File: src/rtl/bit_merge32.sv
// Serial-to-parallel word assembler: gathers accepted bits into a WIDTH-bit word
// and holds each completed word in a one-entry output register with valid/ready.
module bit_merge32 #(
    parameter int WIDTH     = 32,
    parameter bit LSB_FIRST = 1'b1
) (
    input  logic                       clk,
    input  logic                       rst,
    input  logic                       bit_in,
    input  logic                       bit_valid,
    input  logic                       word_clear,
    output logic [WIDTH-1:0]           word_out,
    output logic                       word_valid,
    input  logic                       word_ready,
    output logic [$clog2(WIDTH+1)-1:0] bit_count,
    output logic                       overrun
);

    localparam int CW = $clog2(WIDTH+1);

    typedef enum logic {EMPTY, FULL} state_t;

    state_t            state, state_nxt;
    logic [WIDTH-1:0]  acc;
    logic [WIDTH-1:0]  cand;
    logic [CW-1:0]     cnt;
    logic [CW-1:0]     pos;
    logic              accept;
    logic              last;
    logic              load;
    logic              drop;

    // Candidate word is the accumulator with the incoming bit already placed,
    // so a completing bit is visible in word_out the cycle after it arrives.
    always_comb begin
        accept = bit_valid && !word_clear;
        last   = accept && (cnt == CW'(WIDTH-1));
        pos    = LSB_FIRST ? cnt : (CW'(WIDTH-1) - cnt);
        cand   = acc;
        for (int i = 0; i < WIDTH; i++) begin
            if (pos == CW'(i)) begin
                cand[i] = bit_in;
            end
        end
    end

    always_comb begin
        state_nxt = state;
        load      = 1'b0;
        drop      = 1'b0;
        case (state)
            EMPTY: begin
                if (last) begin
                    load      = 1'b1;
                    state_nxt = FULL;
                end
            end
            FULL: begin
                if (word_ready) begin
                    if (last) begin
                        load = 1'b1;
                    end else begin
                        state_nxt = EMPTY;
                    end
                end else if (last) begin
                    drop = 1'b1;
                end
            end
            default: state_nxt = EMPTY;
        endcase
    end

    always_ff @(posedge clk) begin
        if (rst) begin
            state    <= EMPTY;
            acc      <= '0;
            cnt      <= '0;
            word_out <= '0;
            overrun  <= 1'b0;
        end else begin
            state <= state_nxt;
            // Clear and completion both leave acc zero-filled for the next word.
            if (word_clear || last) begin
                acc <= '0;
                cnt <= '0;
            end else if (accept) begin
                acc <= cand;
                cnt <= cnt + 1'b1;
            end
            if (load) begin
                word_out <= cand;
            end
            if (drop) begin
                overrun <= 1'b1;
            end
        end
    end

    assign word_valid = (state == FULL);
    assign bit_count  = cnt;

endmodule

File: config.mk
export PLATFORM = sky130hd
export DESIGN_NAME = bit_merge32
export DESIGN_NICKNAME = d
export VERILOG_FILES = /design/src/rtl/bit_merge32.sv
export SDC_FILE = /design/constraint.sdc
export NUM_CORES = 1
export LEC_CHECK = 0
export ABC_CLOCK_PERIOD_IN_PS = 2450
export BUFFER_PORTS_ARGS = -buffer_cell sky130_fd_sc_hd__buf_2
export CAP_MARGIN = 5
export CORE_UTILIZATION = 45
export DETAILED_ROUTE_END_ITERATION = 6
export PLACE_DENSITY_LB_ADDON = 0.1
export RECOVER_POWER = 50
export SLEW_MARGIN = 20
export SYNTH_ARGS = -nofsm -noshare
export SYNTH_HDL_FRONTEND = slang
export SYNTH_SLANG_ARGS = --single-unit
File: constraint.sdc
create_clock -name clk -period 2.45 [get_ports clk]
set_input_delay 0.49 -clock clk [delete_from_list [all_inputs] [get_ports clk]]
set_output_delay 0.49 -clock clk [all_outputs]
set_load 0.05 [all_outputs]
# After elaboration in Yosys (flattened, before gate mapping)
# Cells that the tools add are included.
[totals]
ff_bits = 72
in_bits = 6
output_inout_bits = 40
elab_cells = 83
[classes]
n_addsub = 1
eq_ne = 31
mux = 39
bitwise = 1
n_reduce_logical = 6
[ops]
columns = ["operator", "n"]
rows = [
  ["6-bit by 5-bit == test with 1-bit output (second input constant)", 16],
  ["6-bit by 4-bit == test with 1-bit output (second input constant)", 8],
  ["1-bit two-way mux", 37],
  ["6-bit by 3-bit == test with 1-bit output (second input constant)", 4],
  ["6-bit by 2-bit == test with 1-bit output (second input constant)", 2],
  ["6-bit by 1-bit adder with 6-bit output (second input constant)", 1],
  ["6-bit by 1-bit == test with 1-bit output (second input constant)", 1],
  ["6-bit logical NOT", 1],
  ["1-bit one-hot mux with 2 select lines", 2],
  ["1-bit logical AND", 2],
  ["2-bit OR reduction", 1],
  ["1-bit logical NOT", 1],
  ["1-bit logical OR", 1],
  ["1-bit inverter", 1],
]

# Longest topological paths before layout
# Gate-level depths: netlist (run 1).
[depth]
depth_word = 6
ltp_mapped = 7
depth_no_buf = 5

# Worst setup path before layout (run 1)
# No wires, ideal clock.
[synth_path]
path_kind = "register to register"
from = "register cnt[0] (netlist: bit_count[0])"
to = "register word_out[11]"
setup_time_ns = 0.133
arrival_time_ns = 1.909
required_time_ns = 2.317
path_slack_ns = 0.408
stages_incl_launch_ff = 7
n_path_buf = 2
synth_period_minus_slack_ns = 2.042
path_cell_list = "dfxtp_1 ha_1 buf_2 or3b_2 clkbuf_1 o21ai_0 a311oi_1"
[synth_via]
elab_chain_len = 5
elab_cells_between_ends = 7
cone_classes = "2 x eq/ne; 4 x mux; 1 x reduce/logical"
[synth_rtl]
columns = ["element", "line", "rtl"]
rows = [
  ["from (decl)", "26", "logic [CW-1:0] cnt;"],
  ["from (signal assigned)", "88", "cnt <= cnt + 1'b1;"],
  ["6-bit by 5-bit == test with 1-bit output", "37", "last = accept && (cnt == CW'(WIDTH-1));"],
  ["1-bit logical AND", "37", ""],
  ["1-bit two-way mux", "53, 60", ""],
  ["1-bit two-way mux", "59", "if (word_ready) begin"],
  ["1-bit one-hot mux with 2 select lines", "51", "case (state)"],
  ["to (signal assigned)", "91", "word_out <= cand;"],
  ["to (decl)", "12", "output logic [WIDTH-1:0] word_out,"],
]
# Parallel ways exist; a longest one is shown, timed or not.
# A chain may end at the register's enable or synchronous reset.

# Worst setup path in the final report (run 1)
[layout_path]
from = "register cnt[0] (netlist: bit_count[0])"
to = "register word_out[14]"
# Same word-level chain as after synthesis.

==> results of run 1 <==
## routing by layer
layer	vias to the layer above	global-route usage (%)
li1	1648	-
met1	1616	39.3
met2	163	33.1
met3	11	4.63
met4	0	8.33
met5	-	0
## flip-flops by register name, summed over array words and instances (netlist names)
register / cells
word_out: 32
acc: 31
bit_count: 6
overrun: 1
word_valid: 1
## cells by family (layout without fill, tap and decap cells)
family | Yosys count | after routing | share of synthesized area, %
AOI/OAI and AO/OA | 164 | 164 | 27.9
and+or+nand+nor | 112 | 112 | 21.1
DFF | 71 | 71 | 40.5
buffers and inverters | 60 | 93 | 7.70
adders and majority gates | 4 | 4 | 1.43
muxes | 4 | 4 | 1.14
xor gates and xnor gates | 1 | 1 | 0.250
## critical path, stage by stage, from the launching register on
cell      delay [ps]
dfxtp_1          380
inv_1            110
ha_1             450
nor3b_2          640
nand3_1          150
a311oi_1         280
## through the flow
stage / util [%] / setup WS, ps / total power [mW] / hold WS (ps)
4_1_cts: 54.1 / 394 / 2.19 / 472
3_3_place_gp: 51.6 / 420 / 1.28 / 445
6_report: 53.4 / 350 / 2.17 / 472
5_1_grt: 53.4 / 203 / 2.25 / 494
2_1_floorplan: - / 408 / 1.25 / 447
3_5_place_dp: 51.6 / 414 / 1.28 / 454
## layout make-up
type                            instances  area (um2)  share of cell area, %
Clock buffer                           10         128                   3.22
Tap cell                               99         124                   3.13
Timing Repair Buffer                   70         374                   9.45
Inverter                                7        26.3                  0.664
Multi-Input combinational cell        285        1820                   46.1
Clock inverter                          6        61.3                   1.55
Sequential cell                        71        1420                   35.9
## power by group
group / total [mW] / internal [mW] / switching [mW] / leakage, nW
Combinational: 0.0973 / 0.0266 / 0.0707 / 0.467
Clock: 0.918 / 0.467 / 0.451 / 0.0960
Sequential: 1.16 / 1.15 / 0.00154 / 0.572
Total: 2.17 / 1.65 / 0.524 / 1.13
## layout by cell type (no fill, tap or decap), drive strengths merged, types with 5 or more instances in the layout
cell type  Yosys  final
clkbuf        29     50
a311oi        28     28
a31oi         32     32
a21oi         37     37
nand4         13     13
buf           24     30
dfxtp         71     71
inv            7      7
nor2           5      5
o21ai         62     62
nand3         48     48
## worst paths after layout
| kind | to | slack, ps | depth (start not counted) | start |
|---|---|---|---|---|
| max | word_out[14] | 350 | 5 | bit_count[0] |
| min | overrun | 470 | 2 | overrun |
| min reg2reg | overrun | 470 | 2 | overrun |
| max reg2reg | word_out[14] | 350 | 5 | bit_count[0] |
==> impl_metrics.json, run 1 <==
{
  "grt_max_degree": 39,
  "synth_top_area_share_pct": 40.5,
  "hold_buffers": 0,
  "yosys_warnings": 0,
  "yosysSeqAreaShare_pct": 40.5,
  "synth_top_area_cell": "dfxtp_1",
  "drt_iter0_drc": 289,
  "numCtsBuffers": 9,
  "track_usage_pct": 24.9,
  "netlist_instances": 416,
  "maxSlewViolCount": 0,
  "die-area_um2": 8160,
  "cts.sinks": 71,
  "cts_tree": "done",
  "antenna_found_initial": 0,
  "critPathArrivalTime_ps": 2360,
  "yosysMostFrequentCell": "dfxtp_1",
  "ir_worst_vdd_uv": 303,
  "fin_setup_tns_ps": 0,
  "ys_seq_elements": 71,
  "wl_met1_mm": 4.99,
  "post-route-period-util_pct": 85.7,
  "post-place-cells": 532,
  "avgRoutedWirePerCell_um": 18.4,
  "grt_overflow": 0,
  "viasPerCell": 6.27,
  "place_congestion": 0.855,
  "post_synth_most_frequent_cells": "dfxtp_1, o21ai_0, nand3_1, a21oi_1, a31oi_1",
  "pwr_density_cell_nw_per_um2": 548,
  "h-tree-depth": 3,
  "wl_met3_um": 886,
  "ys_top_cells_by_area": "dfxtp_1, o21ai_0, a311oi_1",
  "hpwl_mm": 6.41,
  "die_h_um": 90.3,
  "io_pins": 46,
  "fp.coreArea_um2": 7410,
  "drc_errors": 0,
  "vias": 3438,
  "critPathMaxFanout": 12,
  "rsz0062_at_grt": "false",
  "routed_wl_mm": 10.1,
  "synth-edff-count": 0,
  "layout.nets": 454,
  "worstMarginPinSlew_ps": 782,
  "p_leak_nw": 1.13,
  "placed_area_um2": 3820,
  "die_x_um": 90.3,
  "synth_nets": 426,
  "cts_root_buf": "clkbuf_8",
  "cts_resized": 0,
  "cap_violations": 0,
  "cts.path.max_buffers": 2,
  "worst-setup-path-type": "reg -> reg",
  "synthFlopType": "dfxtp_1",
  "wl_met2_mm": 4.06,
  "ys_types": 40,
  "syn_area_per_cell_um2": 8.44,
  "hp-class": "reg -> reg",
  "numPortBuffers": 45,
  "instances_no_fill": 548,
  "cp-start-kind": "flop",
  "status": "finished, final reports clean",
  "clk_latency_ps": 340,
  "fill_cells": 741,
  "hold_viol_final": 0,
  "initial_core_util_pct": 47.4,
  "clkTransAtPathRegs_ps": 80,
  "firstDrtPassIters": 5,
  "diodes": 0,
  "max_slew_margin_pct": 47.8,
  "finalSetupViolations": 0,
  "fin_area_um2": 3960,
  "grt_pass1_vias": 3024,
  "ys_async_sr_fraction_pct": 0,
  "rows": 31,
  "drive_above_1_share_pct": 12.7,
  "final_antenna_net_count": 0,
  "fin_crit_ps": 2100,
  "cp_data_required_time_ps": 2710,
  "top_layer": "met4",
  "grt_pass1_wl_mm": 16.2,
  "max_freq_ghz": 0.476,
  "synth_area_um2": 3510,
  "cts_setup_buffers": 0,
  "end_kind": "flop",
  "finClkSkew_ps": 8.86,
  "syn2layout_area_growth_pct": 12.8
}
No activity file was read; power rests on OpenSTA's default activity.
==> inputs of run 2 (changes only) <==
- CORE_MARGIN: default -> 3
==> run 2 against run 1 <==
Non-clock buffer count shrank 2. Critical endpoint unchanged. Largest power group unchanged. Fmax shrank 2.1%. Flip-flop and latch count is the same. Power grew 1.8%. Worst setup slack lost 44 ps. First-iteration DRC count grew 5.2%. Sequential share of layout area is essentially flat. Largest cell class unchanged.
==> impl_metrics.json, run 2 (synthesized netlist as in run 1, its figures left out) <==
{
  "status": "finished, final reports clean",
  "end_kind": "flop",
  "layout.nets": 452,
  "fin_util_pct": 53.4,
  "finalSetupViolations": 0,
  "layout_common_cells": "dfxtp_1, o21ai_0, nand3_1, clkbuf_1, a21oi_1",
  "die_x_um": 94.3,
  "max_slew_margin_pct": 53.9,
  "hpwl_mm": 6.53,
  "critPathMaxFanout": 12,
  "routed_wl_mm": 10.3,
  "ir_worst_vdd_uv": 284,
  "avgRoutedWirePerCell_um": 18.9,
  "fp.coreArea_um2": 7410,
  "critPathArrivalTime_ps": 2390,
  "clk_latency_ps": 340,
  "cp_data_required_time_ps": 2700,
  "endpoint": "word_out[14]",
  "syn2layout_area_growth_pct": 12.7,
  "numPortBuffers": 45,
  "clkTransAtPathRegs_ps": 80,
  "holdWs_ps": 476,
  "multi_input_area_um2": 1820,
  "cts_root_buf": "clkbuf_8",
  "r2r_cells": 5,
  "drive_above_1_share_pct": 11.4,
  "die_h_um": 94.3,
  "cts_resized": 0,
  "cts_setup_buffers": 0,
  "setup_slack_ps": 306,
  "fin_crit_ps": 2140,
  "path_cells": "inv_1, ha_1, nor3b_2, nand3_1, a311oi_1",
  "final_common_cell": "dfxtp_1",
  "initial_core_util_pct": 47.4,
  "grt_pass1_vias": 3055,
  "h-tree-depth": 3,
  "diodes": 0,
  "firstDrtPassIters": 5,
  "worst-setup-path-type": "reg -> reg",
  "startpoint": "bit_count[0]",
  "grt_overflow": 0,
  "cap_violations": 0,
  "pwr_density_cell_nw_per_um2": 559,
  "largest_reg_flops": 32,
  "top_register": "word_out",
  "antenna_found_initial": 0,
  "p_leak_nw": 1.12,
  "rrSetupSlack_ps": 310,
  "maxSlewViolCount": 0,
  "place_congestion": 0.870,
  "place_ws_ps": 368,
  "io_pins": 46,
  "viasPerCell": 6.37,
  "regToRegStartpoint": "bit_count[0]",
  "post-route-period-util_pct": 87.5,
  "track_usage_pct": 24.0,
  "drc_errors": 0,
  "drt_iter0_drc": 304,
  "seq_area_um2": 1420,
  "slowest_stage": "nor3b_2",
  "fill_cells": 770,
  "hold_viol_final": 0,
  "die-area_um2": 8900,
  "hold_buffers": 0,
  "vias": 3470,
  "finClkSkew_ps": 9.07,
  "cts.path.max_buffers": 2,
  "rsz0062_at_grt": "false",
  "grt_pass1_wl_mm": 16.6,
  "critPathMaxStageDelay_ps": 670,
  "rows": 31,
  "cts_tree": "done",
  "r2r-end": "word_out[14]",
  "hp-class": "reg -> reg",
  "cp-start-kind": "flop",
  "final_antenna_net_count": 0,
  "grt_max_degree": 39,
  "worstMarginPinSlew_ps": 688,
  "cts.sinks": 71,
  "numCtsBuffers": 9,
  "max_freq_ghz": 0.466,
  "fin_setup_tns_ps": 0
}
==> run 2: cell count changes in the layout (fill, tap and decap cells not counted), sizes merged <==
cell / delta
clkinv: -3
buf: -3
clkbuf: +3
==> run 2: critical path, delay by kind of cell, from the launching register on <==
kind / cells / cell delay (ps)
compound gates: 1 / 290
buf+inv: 1 / 110
flops: 1 / 380
fa+ha+maj: 1 / 450
simple gates: 2 / 830
==> run 2: worst min path at each step <==
stage                    to  slack [ps]  cells past startpoint    start
global placement    overrun         450                      2  overrun
CTS                  acc[8]         470                      2   acc[8]
floorplan           acc[10]         450                      2  acc[10]
finish              acc[23]         480                      2  acc[23]
global route         acc[2]         490                      2   acc[2]
detailed placement  overrun         460                      2  overrun
==> run 2: power by group <==
part	total [mW]	internal [mW]	switching (mW)	leakage (nW)
logic	0.0980	0.0257	0.0724	0.452
registers	1.16	1.15	0.00153	0.572
clock network	0.958	0.520	0.438	0.0985
total	2.21	1.70	0.512	1.12
==> run 2: stage by stage <==
step / power, mW / area (um2) / cells
after CTS: 2.22 / 4020 / 545
final: 2.21 / 3960 / 545
after detailed placement: 1.28 / 3820 / 530
after floorplan: 1.25 / 3510 / 416
after global placement: 1.28 / 3820 / 530
after global routing: 2.28 / 3960 / 545
==> run 2: layout make-up <==
type / count / area share (%)
Tap cell: 99 / 3.13
Timing Repair Buffer: 68 / 9.27
Clock inverter: 3 / 1.08
Clock buffer: 12 / 3.92
Sequential cell: 71 / 35.9
Multi-Input combinational cell: 285 / 46.0
Inverter: 7 / 0.664
==> run 2: metal layers <==
layer | GRT usage [%] | share of wire (%) | vias to the layer above
met3 | 3.98 | 8.0 | 17
li1 | - | - | 1638
met4 | 8.78 | 1.5 | 0
met1 | 38.0 | 49 | 1663
met5 | 0 | 0 | -
met2 | 32.2 | 42 | 152
